File: config.mk
export PLATFORM = sky130hd
export DESIGN_NAME = timer_n
export DESIGN_NICKNAME = d
export VERILOG_FILES = /design/src/rtl/timer_pkg.sv /design/src/rtl/timer_n.sv
export SDC_FILE = /design/constraint.sdc
export NUM_CORES = 1
export LEC_CHECK = 0
export BUFFER_PORTS_ARGS = -buffer_cell sky130_fd_sc_hd__buf_2
export CAP_MARGIN = 25
export CORE_UTILIZATION = 30
export DETAILED_ROUTE_END_ITERATION = 16
export GPL_TIMING_DRIVEN = 0
export PLACE_DENSITY = 0.52
export SLEW_MARGIN = 10
export SYNTH_ARGS = -nofsm -noshare
export SYNTH_HDL_FRONTEND = slang
export SYNTH_SLANG_ARGS = --single-unit
File: constraint.sdc
create_clock -name clk -period 4.2 [get_ports clk]
set_input_delay 0.21 -clock clk [delete_from_list [all_inputs] [get_ports clk]]
set_output_delay 0.21 -clock clk [all_outputs]
set_load 0.05 [all_outputs]
File: src/rtl/timer_pkg.sv
// Shared types and constants for the countdown timer.
// Holds the FSM state encoding and the default counter width.
package timer_pkg;

  localparam int TIMER_BITS = 4;

  typedef enum logic [1:0] {
    IDLE = 2'd0,
    RUN  = 2'd1,
    DONE = 2'd2
  } state_t;

endpackage

File: src/rtl/timer_n.sv
// Loadable countdown timer advanced by an external en_tick strobe.
// Defining TIMER_AUTORELOAD_EN adds a reload input that restarts the countdown from DONE.
module timer_n
  import timer_pkg::*;
#(
  parameter int BITS = TIMER_BITS
) (
  input  logic            clk,
  input  logic            rst,
  input  logic            en_tick,
  input  logic            start,
  input  logic [BITS-1:0] load_val,
  input  logic            abort,
`ifdef TIMER_AUTORELOAD_EN
  input  logic            reload,
`endif
  output logic            busy,
  output logic            done,
  output logic [BITS-1:0] q
);

  localparam logic [BITS-1:0] ONE  = BITS'(1);
  localparam logic [BITS-1:0] ZERO = '0;

  state_t          state, next_state;
  logic [BITS-1:0] count, next_count;
  logic [BITS-1:0] period, next_period;

  always_ff @(posedge clk) begin
    if (rst) begin
      state  <= IDLE;
      count  <= ZERO;
      period <= ZERO;
    end else begin
      state  <= next_state;
      count  <= next_count;
      period <= next_period;
    end
  end

  // A zero-length load skips RUN; the count never decrements below zero.
  always_comb begin
    next_state  = state;
    next_count  = count;
    next_period = period;
    case (state)
      IDLE: begin
        if (start) begin
          next_count  = load_val;
          next_period = load_val;
          next_state  = (load_val == ZERO) ? DONE : RUN;
        end
      end
      RUN: begin
        if (abort) begin
          next_count = ZERO;
          next_state = IDLE;
        end else if (en_tick) begin
          if (count > ONE) begin
            next_count = count - ONE;
          end else begin
            next_count = ZERO;
            next_state = DONE;
          end
        end
      end
      DONE: begin
        next_state = IDLE;
`ifdef TIMER_AUTORELOAD_EN
        if (!abort && reload && (period != ZERO)) begin
          next_count = period;
          next_state = RUN;
        end
`endif
      end
      default: begin
        next_count = ZERO;
        next_state = IDLE;
      end
    endcase
  end

  assign busy = (state == RUN);
  assign done = (state == DONE);
  assign q    = count;

endmodule
* Yosys cells after proc, flatten, opt, wreduce, memory -nomap -nowiden
Index checks and enable logic that the tools add are counted.
W data, S select, Z words.
** Storage, ports and cells
- Register bits :: 6
- Input bits :: 9
- Output and inout port bits :: 6
- Word-level logic and storage cells :: 25
** Cells by class
- Add/sub/neg operators :: 1
- $lt $le $gt $ge :: 1
- Equal/unequal tests :: 5
- Mux-type cells :: 11
- Bitwise gates (word level) :: 1
- Reductions and logical operators :: 4
** Operators by type and width (count)
- $mux W4 :: 4
- $pmux W4 S3 :: 1
- $mux W2 :: 5
- $ne A3 B3 Y1 const B :: 2
- $reduce_and A3 Y1 :: 2
- $gt A4 B1 Y1 const B :: 1
- $logic_not A4 Y1 :: 1
- $pmux W2 S2 :: 1
- $sub A4 B1 Y4 const B :: 1
- $eq A2 B1 Y1 const B :: 1
- $eq A2 B2 Y1 const B :: 1
- $logic_not A2 Y1 :: 1
- $ne A2 B2 Y1 const B :: 1
- $not A1 Y1 :: 1

* Longest topological paths before layout
- Depth in word-level cells :: 5
- Depth in mapped cells :: 6
- Depth with buffers taken out :: 6

* Worst setup path before layout
OpenSTA, ideal clock, no wires.
- Path type :: reg2reg
- From :: register count[0], in the netlist q[0]
- To :: register count[3], in the netlist q[3]
- Library setup time :: 0.074 ns
- Data arrival time :: 1.867 ns
- Setup slack :: 2.259 ns
- Stages on the path, launching flop included :: 7
- Period minus slack after synthesis :: 1.941 ns
- Cells stage by stage :: dfxtp_1 inv_1 ha_1 nor2_1 o31ai_1 or4_1 a31oi_1
** On the way
- Word-level cells in the longest chain between the ends :: 5
** Ends and longest elaborated chain
- start, declared :: line timer_n.sv:26 : logic [BITS-1:0] count, next_count;
- start signal, assigned :: line timer_n.sv:36 : count <= next_count;
- $sub A4 B1 Y4 or $gt A4 B1 Y1 (tied branches) :: line timer_n.sv:60, timer_n.sv:59
- $mux W4 (*) :: line timer_n.sv:59 : if (count > ONE) begin
- $mux W4 (*) :: line timer_n.sv:58 : end else if (en_tick) begin
- $mux W4 (*) :: line timer_n.sv:55 : if (abort) begin
- $pmux W4 S3 (*) :: line timer_n.sv:46 : case (state)
Mark *: on every way between the ends. The rest lies on a longest branch, timed or not. The select of a mux whose other input is x is not followed.
A chain may end at the register's enable or synchronous reset.

* Worst setup path after layout
Ends and elaborated chain as after synthesis.

==> results.sh <==
export IMPL_die_y_um=40.1
export IMPL_final_max_slew_violation_count=0
export IMPL_synthFlopType="dfxtp_1"
export IMPL_post_cts_resize_count=0
export IMPL_routed_wl_um=1010
export IMPL_num_rows=13
export IMPL_die_area_um2=1610
export IMPL_timing_critical_path_from_type="flop"
export IMPL_grt_pass1_vias=416
export IMPL_cts_hold_repair_buffers=0
export IMPL_largest_family_of_logic_cells_by_synthesized_area="compound AO/OA/AOI/OAI gates"
export IMPL_final_net_count=82
export IMPL_insertion_delay_ns=0.24
export IMPL_synth_xor_xnor_area_share_pct=0
export IMPL_crit_path_cell_trace="inv_1 -> ha_1 -> nor2_1 -> o31ai_1 -> or4_1 -> a31oi_1"
export IMPL_top_level_ports=15
export IMPL_post_synth_mux_area_share_pct=2.30
export IMPL_initial_utilization_pct=33.0
export IMPL_yosys_area_top_type="dfxtp_1"
export IMPL_drt_drc_violations_left=0
export IMPL_mappedNetlistNets=63
export IMPL_syn_mean_instance_area_um2=8.37
export IMPL_area_growth_pct=25.6
export IMPL_critical_path_slowest_cell="or4_1"
export IMPL_fin_crit_ns=1.73
export IMPL_drt_initial_drc_count=6
export IMPL_largest_cells_by_area_after_synthesis="dfxtp_1 28%, o2bb2ai_1 6.0%, ha_1 5.7%"
export IMPL_endpoint_kind="flop"
export IMPL_swShare_pct=36.7
export IMPL_detailed_place_hpwl_um=826
export IMPL_synth_area_um2=435
export IMPL_synth_top_cell_area_share_pct=27.6
export IMPL_post_synth_and_or_nand_nor_area_fraction_pct=28.2
export IMPL_peak_freq_mhz=576
export IMPL_tightestPinTransition_ns=0.374
export IMPL_p_int_mw=0.118
export IMPL_max_clock_path_buffers=2
export IMPL_clock_power_share_pct=28.5
export IMPL_critical_path_class="reg2reg"
export IMPL_setup_repair_after_global_routing_missed_its_margin="false"
export IMPL_insertedDiodeCount=0
export IMPL_drtPass1Iterations=3
export IMPL_power_static_leakage_nw=0.239
export IMPL_port_buffers=14
export IMPL_slew_headroom_pct=75.1
export IMPL_seq_power_share_pct=36.4
export IMPL_synth_edff_count=0
export IMPL_cells_after_dpl=81
export IMPL_grtUsageTotal_pct=16.4
export IMPL_run_status="finished clean"
export IMPL_timing_hold_worst_class="in2reg"
export IMPL_clk_pin_slew_worst_paths_ns=0.05
export IMPL_synth_warnings=0
export IMPL_core_area_um2=1320
export IMPL_via_count=449
export IMPL_finalCritPeriodShare_pct=41.3
export IMPL_antenna_violations_before_repair=0
export IMPL_critPathMaxFanout=6
export IMPL_final_hold_violation_count=0
export IMPL_worst_endpoint_arrival_ns=1.90
export IMPL_combinationalPowerShare_pct=35.2
export IMPL_drt_vias_per_instance=5.35
export IMPL_switchingPower_mw=0.0682
export IMPL_clk_root_buffer_cell="clkbuf_4"
export IMPL_final_layout_worst_hold_slack_ns=0.193
export IMPL_design_power_total_mw=0.186
export IMPL_cts_post_setup_buffers_inserted=0
export IMPL_power_density_nw_per_um2=340
export IMPL_dieWidth_um=40.1
export IMPL_globalRouteOverflowTotal=0
export IMPL_ant_nets=0
export IMPL_synth_adder_area_share_pct=5.75
export IMPL_ys_async_sr_fraction_pct=0
export IMPL_tritoncts_sinks=6
export IMPL_ys_seq_elements=6
export IMPL_clock_skew_ns=0.00555
export IMPL_drive_above_1_share_pct=29.0
export IMPL_numCtsBuffers=3
export IMPL_setup_total_negative_slack_ns=0
export IMPL_setup_viol=0
export IMPL_critical_path_max_stage_delay_ns=0.48
export IMPL_cts_tree="yes"
export IMPL_maximum_number_of_pins_on_one_net_before_global_route_repair=11
export IMPL_timing_max_cap_violations=0
export IMPL_finalCoreUtilization_pct=41.5
export IMPL_synth_compound_area_share_pct=30.2
export IMPL_synth_yosys_seq_area_share_pct=27.6
export IMPL_yosys_cell_types_count=30
export IMPL_synthCells=52
export IMPL_ir_worst_vdd_mv=0.176
export IMPL_grt_first_pass_wirelength_um=1700
export IMPL_worstPathRequired_ns=4.37
export IMPL_finalWeightedCongestion=0.738
export IMPL_wire_per_inst_um=12.0
export IMPL_fin_cells=84
export IMPL_ctsHtreeMaxLevel=1
-- power groups by stage --
stage	Clock, mW	Combinational [mW]	Sequential (mW)
finish	0.0529	0.0653	0.0676
global route	0.0590	0.0720	0.0685
CTS	0.0554	0.0658	0.0678
detailed placement	0	0.0655	0.0689
global placement	0	0.0660	0.0686
floorplan	0	0.0363	0.0798
-- state kept, by name, summed over array words and instances, names as in the netlist --
register and count:
state 2, q 4
-- synthesized netlist by cell type, types with 2 or more instances --
library cell  number
nand2_1            2
nand2b_1           2
clkbuf_1           2
nor2_1             5
dfxtp_1            6
ha_1               2
o2bb2ai_1          3
inv_1              5
nor3_1             3
a31oi_1            2
-- critical path: cells and delay by family (launching register included) --
kind,cells,cell delay [ns]
fa+ha+maj,1,0.22
compound gates,2,0.30
buf+inv,1,0.06
simple gates,2,0.68
flops,1,0.40
-- metal layers --
| metal | global-route usage, % | routed length, um | vias to the layer above |
|---|---|---|---|
| met5 | 0 | 0 | - |
| met4 | 2.59 | 0 | 0 |
| met3 | 8.33 | 75 | 0 |
| met2 | 25.8 | 433 | 14 |
| met1 | 20.1 | 502 | 200 |
| li1 | - | - | 235 |
-- layout make-up --
cell class / instances / area [um2]
tap: 15 / 18.8
buffer: 2 / 7.51
multi-input combinational: 39 / 289
fill: 159 / 771
clock buffer: 3 / 22.5
sequential: 6 / 120
inverter: 5 / 18.8
timing repair buffer: 14 / 70.1
-- cells by family after synthesis --
family / count (synthesis)
simple gates: 20
compound gates: 16
buf+inv: 7
flops: 6
fa+ha+maj: 2
mux: 1
-- layout by cell type (no fill, tap or decap), drive strengths merged --
master / count
buf: 14
dfxtp: 6
inv: 5
nor2: 5
clkbuf: 5
nor3: 3
o2bb2ai: 3
nand2b: 2
a31oi: 2
nand2: 2
ha: 2
and2b: 1
a21oi: 1
and3: 1
o21ba: 1
o32a: 1
a2111o: 1
nor3b: 1
o31ai: 1
a2bb2oi: 1
nor4: 1
o41ai: 1
a211oi: 1
a32oi: 1
and3b: 1
or3: 1
nand4: 1
o21a: 1
or4: 1
mux2i: 1
a22oi: 1
-- through the flow --
stage | area (um2) | setup WS [ns]
after detailed placement | 524 | 2.45
final | 547 | 2.47
after global routing | 547 | 2.31
after global placement | 524 | 2.45
after floorplan | 435 | 2.26
after CTS | 547 | 2.43
-- path summary, 6_finish.rpt --
path / startpoint / end / slack [ns] / cells after the start
max reg2reg: q[0] / q[3] / 2.47 / 6
min: rst / state[0] / 0.19 / 2
min reg2reg: q[1] / q[1] / 0.49 / 1
max: q[0] / q[3] / 2.47 / 6
Note: power is estimated with default switching activity, not from simulation.
